==> config.mk <==
export PLATFORM = sky130hd
export DESIGN_NAME = systolic_row_flat
export DESIGN_NICKNAME = d
export VERILOG_FILES = /design/src/rtl/systolic_row_if.sv /design/src/rtl/systolic_row.sv /design/src/flat_wrapper.sv
export SDC_FILE = /design/constraint.sdc
export NUM_CORES = 2
export LEC_CHECK = 0
export CELL_PAD_IN_SITES_DETAIL_PLACEMENT = 1
export CELL_PAD_IN_SITES_GLOBAL_PLACEMENT = 1
export CORE_ASPECT_RATIO = 0.8
export CORE_MARGIN = 3
export CORE_UTILIZATION = 35
export CTS_CLUSTER_SIZE = 14
export DETAILED_ROUTE_END_ITERATION = 8
export PLACE_DENSITY = 0.63
export SLEW_MARGIN = 20
export SYNTH_ARGS = -nofsm -noshare
export SYNTH_HDL_FRONTEND = slang
export SYNTH_SLANG_ARGS = --single-unit
==> constraint.sdc <==
create_clock -name clk -period 14 [get_ports clk]
set_clock_uncertainty 0.1 [all_clocks]
set_input_delay 2.1 -clock clk [delete_from_list [all_inputs] [get_ports clk]]
set_output_delay 2.1 -clock clk [all_outputs]
set_load 0.02 [all_outputs]
==> src/rtl/systolic_row_if.sv <==
// rtl/systolic_row_if.sv - stream, weight-load and result bundle for the systolic row
interface systolic_row_if #(
  parameter int DATA_W = 16,
  parameter int ACC_W  = 32,
  parameter int COLS   = 4
);
  logic [DATA_W-1:0]      a_in;
  logic                   a_valid;
  logic                   signed_mode;
  logic [DATA_W-1:0]      w_in;
  logic                   w_shift;
  logic                   w_swap;
  logic [COLS*ACC_W-1:0]  acc_in;
  logic                   clear_flags;
  logic [COLS*ACC_W-1:0]  acc_out;
  logic [COLS-1:0]        acc_valid;
  logic [DATA_W-1:0]      a_out;
  logic                   a_valid_out;
  logic [COLS-1:0]        sat_flag;

  modport master (
    output a_in, a_valid, signed_mode, w_in, w_shift, w_swap, acc_in, clear_flags,
    input  acc_out, acc_valid, a_out, a_valid_out, sat_flag
  );

  modport slave (
    input  a_in, a_valid, signed_mode, w_in, w_shift, w_swap, acc_in, clear_flags,
    output acc_out, acc_valid, a_out, a_valid_out, sat_flag
  );
endinterface

==> src/rtl/systolic_row.sv <==
// rtl/systolic_row.sv - weight-stationary MAC row with double-buffered weights and saturation
module systolic_row #(
  parameter int DATA_W = 16,
  parameter int ACC_W  = 32,
  parameter int COLS   = 4
) (
  input  logic         clk,
  input  logic         reset,
  systolic_row_if.slave bus
);

  // Shadow and active weights; shadow chain fills from column 0 toward COLS-1.
  logic [DATA_W-1:0] ws_q [COLS];
  logic [DATA_W-1:0] wa_q [COLS];

  // Per-column stage registers: activation, valid and mode travel together.
  logic [DATA_W-1:0] a_q   [COLS];
  logic [COLS-1:0]   v_q;
  logic [COLS-1:0]   m_q;
  logic [ACC_W-1:0]  acc_q [COLS];
  logic [COLS-1:0]   accv_q;
  logic [COLS-1:0]   sat_q;

  // Stage inputs and arithmetic results.
  logic [DATA_W-1:0]   st_a  [COLS];
  logic [COLS-1:0]     st_v;
  logic [COLS-1:0]     st_m;
  logic [2*DATA_W-1:0] prod  [COLS];
  logic [ACC_W:0]      sum   [COLS];
  logic [ACC_W-1:0]    acc_d [COLS];
  logic [COLS-1:0]     sat_hit;

  // Column 0 reads the ports; later columns read the previous stage register.
  always_comb begin
    st_v = '0;
    st_m = '0;
    for (int k = 0; k < COLS; k++) begin
      st_a[k] = '0;
    end
    st_a[0] = bus.a_in;
    st_v[0] = bus.a_valid;
    st_m[0] = bus.signed_mode;
    for (int k = 1; k < COLS; k++) begin
      st_a[k] = a_q[k-1];
      st_v[k] = v_q[k-1];
      st_m[k] = m_q[k-1];
    end
  end

  // Multiply-accumulate in ACC_W+1 bits, then clamp; mode picks sign or zero extension.
  always_comb begin
    sat_hit = '0;
    for (int k = 0; k < COLS; k++) begin
      prod[k]  = {{DATA_W{st_m[k] & st_a[k][DATA_W-1]}}, st_a[k]}
               * {{DATA_W{st_m[k] & wa_q[k][DATA_W-1]}}, wa_q[k]};
      sum[k]   = {{(ACC_W+1-2*DATA_W){st_m[k] & prod[k][2*DATA_W-1]}}, prod[k]}
               + {st_m[k] & bus.acc_in[k*ACC_W + ACC_W-1], bus.acc_in[k*ACC_W +: ACC_W]};
      acc_d[k] = sum[k][ACC_W-1:0];
      if (st_m[k]) begin
        sat_hit[k] = sum[k][ACC_W] ^ sum[k][ACC_W-1];
        if (sat_hit[k]) begin
          acc_d[k] = sum[k][ACC_W] ? {1'b1, {(ACC_W-1){1'b0}}} : {1'b0, {(ACC_W-1){1'b1}}};
        end
      end else begin
        sat_hit[k] = sum[k][ACC_W];
        if (sat_hit[k]) begin
          acc_d[k] = '1;
        end
      end
    end
  end

  // Stage advance: data registers hold on bubbles, valids follow the stage input every cycle.
  always_ff @(posedge clk or posedge reset) begin
    if (reset) begin
      for (int k = 0; k < COLS; k++) begin
        a_q[k]   <= '0;
        acc_q[k] <= '0;
      end
      v_q    <= '0;
      m_q    <= '0;
      accv_q <= '0;
      sat_q  <= '0;
    end else begin
      for (int k = 0; k < COLS; k++) begin
        if (st_v[k]) begin
          a_q[k]   <= st_a[k];
          acc_q[k] <= acc_d[k];
        end
      end
      v_q    <= st_v;
      accv_q <= st_v;
      m_q    <= (m_q & ~st_v) | (st_m & st_v);
      // A saturation on the same edge as clear_flags leaves the flag set.
      sat_q  <= (bus.clear_flags ? '0 : sat_q) | (st_v & sat_hit);
    end
  end

  // Weight double buffer: swap samples the pre-shift shadow values.
  always_ff @(posedge clk or posedge reset) begin
    if (reset) begin
      for (int k = 0; k < COLS; k++) begin
        ws_q[k] <= '0;
        wa_q[k] <= '0;
      end
    end else begin
      if (bus.w_shift) begin
        ws_q[0] <= bus.w_in;
        for (int k = 1; k < COLS; k++) begin
          ws_q[k] <= ws_q[k-1];
        end
      end
      if (bus.w_swap) begin
        for (int k = 0; k < COLS; k++) begin
          wa_q[k] <= ws_q[k];
        end
      end
    end
  end

  for (genvar g = 0; g < COLS; g++) begin : g_out
    assign bus.acc_out[g*ACC_W +: ACC_W] = acc_q[g];
  end

  assign bus.acc_valid   = accv_q;
  assign bus.a_out       = a_q[COLS-1];
  assign bus.a_valid_out = v_q[COLS-1];
  assign bus.sat_flag    = sat_q;

endmodule

==> src/flat_wrapper.sv <==
// flat-port wrapper written by rule: the top's interface ports become plain ports
module systolic_row_flat 
#(
  parameter int DATA_W = 16,
  parameter int ACC_W  = 32,
  parameter int COLS   = 4
)
  (clk, reset, bus_a_in, bus_a_valid, bus_signed_mode, bus_w_in, bus_w_shift, bus_w_swap, bus_acc_in, bus_clear_flags, bus_acc_out, bus_acc_valid, bus_a_out, bus_a_valid_out, bus_sat_flag);
  systolic_row_if #(.DATA_W(DATA_W), .ACC_W(ACC_W), .COLS(COLS)) bus_i ();
  input  logic clk;
  input  logic reset;
  input wire logic [$bits(bus_i.a_in)-1:0] bus_a_in;
  input wire logic [$bits(bus_i.a_valid)-1:0] bus_a_valid;
  input wire logic [$bits(bus_i.signed_mode)-1:0] bus_signed_mode;
  input wire logic [$bits(bus_i.w_in)-1:0] bus_w_in;
  input wire logic [$bits(bus_i.w_shift)-1:0] bus_w_shift;
  input wire logic [$bits(bus_i.w_swap)-1:0] bus_w_swap;
  input wire logic [$bits(bus_i.acc_in)-1:0] bus_acc_in;
  input wire logic [$bits(bus_i.clear_flags)-1:0] bus_clear_flags;
  output wire logic [$bits(bus_i.acc_out)-1:0] bus_acc_out;
  output wire logic [$bits(bus_i.acc_valid)-1:0] bus_acc_valid;
  output wire logic [$bits(bus_i.a_out)-1:0] bus_a_out;
  output wire logic [$bits(bus_i.a_valid_out)-1:0] bus_a_valid_out;
  output wire logic [$bits(bus_i.sat_flag)-1:0] bus_sat_flag;
  assign bus_i.a_in = bus_a_in;
  assign bus_i.a_valid = bus_a_valid;
  assign bus_i.signed_mode = bus_signed_mode;
  assign bus_i.w_in = bus_w_in;
  assign bus_i.w_shift = bus_w_shift;
  assign bus_i.w_swap = bus_w_swap;
  assign bus_i.acc_in = bus_acc_in;
  assign bus_i.clear_flags = bus_clear_flags;
  assign bus_acc_out = bus_i.acc_out;
  assign bus_acc_valid = bus_i.acc_valid;
  assign bus_a_out = bus_i.a_out;
  assign bus_a_valid_out = bus_i.a_valid_out;
  assign bus_sat_flag = bus_i.sat_flag;
  systolic_row #(.DATA_W(DATA_W), .ACC_W(ACC_W), .COLS(COLS)) u_core (.clk(clk), .reset(reset), .bus(bus_i));
endmodule
* Yosys cells after proc, flatten, opt, wreduce, memory -nomap -nowiden
Index checks and enable logic that the tools add are counted.
** Operators by class
- Bitwise operators :: 26
- Multipliers :: 4
- Muxes and demuxes :: 21
- Add/subtract/negate cells :: 4
** Operators with widths (number)
- 2-to-1 mux 32 bit :: 16
- adder 33 bit :: 4
- multiplier 17 x 17 -> 32 bit :: 4
- bitwise AND 1 bit :: 16
- bitwise AND 4 bit :: 3
- OR 4 bit :: 2
- 2-to-1 mux 1 bit :: 4
- 2-to-1 mux 4 bit :: 1
- NOT 4 bit :: 1
- bitwise XOR 1 bit :: 4
** Word-level totals
- Logic and storage cells :: 74
- Flip-flop bits (word level) :: 332
- Input bits :: 167

* Depth between registers and ports, before layout
- Depth after elaboration :: 8
- Depth in mapped cells :: 44
- Gate-level depth less buffers :: 42

* Least setup slack after synthesis
OpenSTA, ideal clock, no wires.
- Kind :: input to register
- From :: in bus_signed_mode
- To :: reg u_core.acc_q (netlist bit u_core.bus.acc_out[11])
- Arrival time :: 10.406 ns
- Library setup time :: 0.094 ns
- Stages :: 42
- Path slack :: 3.400 ns
- Cell sequence :: clkbuf_1 > and2_1 > clkbuf_1 > nand2_1 > inv_1 > fa_1 > fa_1 > inv_1 > fa_1 > inv_1 > fa_1 > fa_1 > inv_1 > fa_1 > inv_1 > ha_1 > a21oi_1 > nand3_1 > (+6 left out) > a21oi_1 > xnor2_1 > ha_1 > a21o_1 > a21oi_1 > nor2b_1 > o21ai_0 > nand2b_1 > a21oi_1 > o21ai_0 > a21oi_1 > xnor2_1 > ha_1 > inv_1 > mux2i_1 > clkbuf_1 > nor2_1 > a211oi_1
** Between the ends
- Longest elaborated chain between the ends :: 7
** RTL lines
- start: declaration :: line flat_wrapper.sv:14 : input wire logic [$bits(bus_i.signed_mode)-1:0] bus_signed_mode;
- bitwise AND 1 bit (on tied branches) :: line systolic_row.sv:54, systolic_row.sv:55
- multiplier 17 x 17 -> 32 bit :: line systolic_row.sv:55 : * {{DATA_W{st_m[k] & wa_q[k][DATA_W-1]}}, wa_q[k]};
- bitwise AND 1 bit :: line systolic_row.sv:56 : sum[k] = {{(ACC_W+1-2*DATA_W){st_m[k] & prod[k][2*DATA_W-1]}}, prod[k]}
- adder 33 bit :: line systolic_row.sv:57 : + {st_m[k] & bus.acc_in[k*ACC_W + ACC_W-1], bus.acc_in[k*ACC_W +: ACC_W]};
- 2-to-1 mux 32 bit or bitwise XOR 1 bit (tied branches) :: line systolic_row.sv:62, systolic_row.sv:60
- 2-to-1 mux 32 bit :: line systolic_row.sv:61 : if (sat_hit[k]) begin
- 2-to-1 mux 32 bit * :: line systolic_row.sv:59 : if (st_m[k]) begin
- end signal: indexed assignment :: line systolic_row.sv:88 : acc_q[k] <= acc_d[k];
- end: declaration :: line systolic_row.sv:20 : logic [ACC_W-1:0] acc_q [COLS];
Every way passes the cells marked *; elsewhere a longest branch is shown, timed or not.
A chain may end at the register's enable or synchronous reset.

* Final worst setup path
- From :: in bus_a_in[15]
- To :: reg u_core.acc_q (netlist bit u_core.bus.acc_out[22])
** Between the ends
- Longest elaborated chain between the ends :: 7
** RTL lines
- start: declaration :: line flat_wrapper.sv:12 : input wire logic [$bits(bus_i.a_in)-1:0] bus_a_in;
- bitwise AND 1 bit :: line systolic_row.sv:54 : prod[k] = {{DATA_W{st_m[k] & st_a[k][DATA_W-1]}}, st_a[k]}
- multiplier 17 x 17 -> 32 bit * :: line systolic_row.sv:55
- bitwise AND 1 bit :: line systolic_row.sv:56
- adder 33 bit * :: line systolic_row.sv:57
- 2-to-1 mux 32 bit or bitwise XOR 1 bit (tied branches) :: line systolic_row.sv:62, systolic_row.sv:60
- 2-to-1 mux 32 bit :: line systolic_row.sv:61
- 2-to-1 mux 32 bit * :: line systolic_row.sv:59
Marked as above.

==> metrics.md <==
| Metric | Value |
|---|---|
| Status | complete, no violations |
| Worst Hold Endpoint | u_core.ws_q[14] |
| Largest net degree at the start of global routing | 95 |
| Netlist cell types | 82 |
| Worst-path fanout max | 32 |
| Synth Flop Type | dfrtp_1 |
| GP Congestion | 0.825 |
| Worst path max stage delay | 1.03 ns |
| Slowest cell on crit path | clkdlybuf4s50_1 |
| Final hold vios | 0 |
| DP Wirelength | 140000 um |
| Max_slew headroom | 23.3% |
| Post-CTS Setup Bufs | 0 |
| Crit Path Class | in -> reg |
| Max-slew violations | 0 |
| Number of port buffers | 319 |
| Share of cells above drive strength 1 | 6.42% |
| Die Y-Extent | 377 um |
| Initial Utilization | 35.4% |
| Min cycle time layout | 12.51 ns |
| Post-DRT Antenna Nets | 0 |
| Synth Net Count | 8166 |
| Reg2Reg Depth | 34 |
| Post-synthesis register bit count | 331 |
| CTS tree | yes |
| Tightest Pin Transition | 1.15 ns |
| Hold_buf cts | 0 |
| Gr usage total | 20.2% |
| Critical Path AT | 12.94 ns |
| HP Class | reg -> reg |
| Die Area | 177000 um2 |
| Initial DRC count | 2092 |
| Root Buffer | clkbuf_16 |
| Post-synth EDFFs | 0 |
| Worst skew pair latency | 0.66 ns |
| Clock buffer depth | 3 |
| TritonCTS Sinks | 331 |
| CTS resizes | 0 |
| CP Launch Type | primary input |
| Per-cell routed wire length | 19.9 um |
| Die X | 470 um |
| Total Neg Setup Slack | 0 ns |
| Area delta synth->final | 11.1% |
| CTS buffer count | 44 |
| Hold Startpoint | u_core.ws_q[14] |
| Post-synthesis async set-or-reset flop share | 100% |
| Max Clock Freq | 80.0 MHz |
| Row Count | 135 |
| Number of H-tree levels | 2 |
| DRT Pass-1 Iters | 5 |
| I/O Pins | 320 |
| Initial antenna violation count | 10 |
| RSZ-0062 raised after global routing | false |
| Setup violators final | 0 |
| Vias in the first global route | 49200 |
| Mapped Cells | 6400 |
| Worst EP required | 14.43 ns |
| First-pass GRT wire length | 284000 um |
| Hold Path Stages | 1 |
| Vias per cell | 4.91 |
| Critical Path Start | bus_a_in[15] |
| DRC | 0 |
| Crit share post-route | 89.3% |
| CP endpoint kind | flip-flop |
| Via count | 43300 |
| Synth warn | 0 |
| # Max-Cap Violations | 0 |
| Final-stage net count | 8289 |
| Post-Syn Area | 60300 um2 |
| Final WL | 175000 um |
| Clk pin slew, worst setup/hold paths | 0.06 ns |
| Worst r2r dst | u_core.bus.acc_out[65] |
| Synthesized area per cell | 9.42 um2 |
| Sequential share of the synthesized area | 13.7% |
| GRT overflow | 0 |
| Reg2reg setup slack | 2.77 ns |
| Core Area | 170000 um2 |
-- state kept, by name (all words and copies together) (netlist names), named ones only --
signal,flops
u_core.bus.acc_out,128
u_core.bus.sat_flag,4
u_core.a_q,48
u_core.ws_q,64
u_core.wa_q,64
u_core.bus.a_out,16
u_core.v_q,4
-- worst max path at each step --
| stage | end | slack, ns |
|---|---|---|
| detailed placement | u_core.bus.acc_out[22] | 0.91 |
| finish | u_core.bus.acc_out[22] | 1.49 |
| floorplan | async pin | 2.63 |
| global placement | u_core.bus.acc_out[5] | 1.28 |
| global route | u_core.bus.acc_out[22] | 0.80 |
| CTS | u_core.bus.acc_out[22] | 1.57 |
-- Yosys cell counts (6+ instances only) --
cell type | count | area share [%]
nor2_1 | 275 | 1.7
nand4_1 | 14 | 0.15
nand3_1 | 33 | 0.27
o21a_1 | 35 | 0.44
inv_1 | 1282 | 8.0
a31oi_1 | 15 | 0.16
a21oi_2 | 32 | 0.46
buf_1 | 6 | 0.037
o31a_1 | 6 | 0.087
o211ai_1 | 6 | 0.075
nand2b_1 | 29 | 0.30
xor2_1 | 82 | 1.2
fa_1 | 1132 | 38
and3_1 | 41 | 0.43
mux2_2 | 198 | 3.7
o21bai_1 | 26 | 0.32
dfrtp_1 | 331 | 14
o21ai_0 | 96 | 0.80
and2_1 | 530 | 5.5
nand2_1 | 711 | 4.4
buf_4 | 18 | 0.22
a21o_1 | 83 | 1.0
nor2b_1 | 32 | 0.33
o22ai_1 | 17 | 0.18
a211oi_1 | 29 | 0.36
or3_1 | 9 | 0.093
o31ai_1 | 11 | 0.14
xnor2_1 | 185 | 2.7
or2_2 | 32 | 0.33
o21ai_1 | 6 | 0.050
a31o_2 | 6 | 0.087
a211o_1 | 8 | 0.12
a21oi_1 | 244 | 2.0
buf_6 | 6 | 0.11
nor3_1 | 25 | 0.21
clkbuf_1 | 256 | 1.6
ha_1 | 467 | 9.7
-- metrics by stage --
step	std cells	setup WS [ns]	instance area, um2	hold WS, ns	util (%)
6_report	8824	1.49	67000	0.404	39.4
5_1_grt	8821	0.802	67000	0.417	39.4
4_1_cts	8817	1.57	67000	0.387	39.3
3_5_place_dp	8737	0.915	65500	0.391	38.5
3_3_place_gp	8737	1.28	65500	0.388	38.5
2_1_floorplan	6400	2.63	60300	0.375	-
-- cells by family (layout without fill, tap and decap cells) --
kind of cell / count (synthesis) / in the layout / share of synthesized area, %
buffers and inverters: 1572 / 1729 / 9.98
AOI/OAI and AO/OA: 671 / 671 / 7.20
xor gates and xnor gates: 271 / 271 / 4.00
adders and majority gates: 1599 / 1599 / 47.3
muxes: 202 / 202 / 3.77
DFF: 331 / 331 / 13.7
other: 0 / 7 / 0
and+or+nand+nor: 1754 / 1754 / 14.1
-- cell usage in the layout (no fill, tap or decap), types with 9 or more instances in the layout --
master,count
o22ai_1,17
a211oi_1,29
clkbuf_16,44
clkdlybuf4s50_1,316
or3_1,9
ha_1,467
inv_1,1281
fa_1,1132
nor2b_1,32
buf_4,48
xor2_1,82
and3_1,41
o21a_1,35
nor3_1,25
a21oi_2,32
o21bai_1,26
nand2b_1,29
nand4_1,14
mux2_2,198
a31oi_1,15
nor2_1,274
xnor2_1,185
nand3_1,33
o21ai_0,96
and2_1,530
a21oi_1,244
or2_2,32
o31ai_1,11
a21o_1,83
nand2_1,710
dfrtp_1,328
-- routing by layer --
layer / global-route usage, % / share of wire, % / vias to the layer above
met1: 28.4 / 47 / 22700
li1: - / - / 19700
met4: 4.59 / 2.4 / 2
met3: 2.69 / 4.0 / 171
met2: 33.2 / 47 / 696
met5: 0 / 0.0046 / -
-- critical path: cells and delay by family --
| family | cells | cell delay (ns) |
|---|---|---|
| and+or+nand+nor | 7 | 1.17 |
| muxes | 1 | 0.81 |
| adders and majority gates | 9 | 3.96 |
| AOI/OAI and AO/OA | 13 | 3.07 |
| buffers and inverters | 7 | 1.49 |
| xor gates and xnor gates | 2 | 0.28 |
-- cell type report --
type	instances	area, um2
fill	19600	103000
multi-input combinational	4497	46000
sequential	331	8290
inverter	1282	4820
timing repair buffer	367	3540
tap	2260	2830
clock buffer	51	1160
clock inverter	29	329
antenna	7	17.5
Power is not shown: default switching activity piles up to over one toggle a cycle in this logic, so the estimate is an artifact.
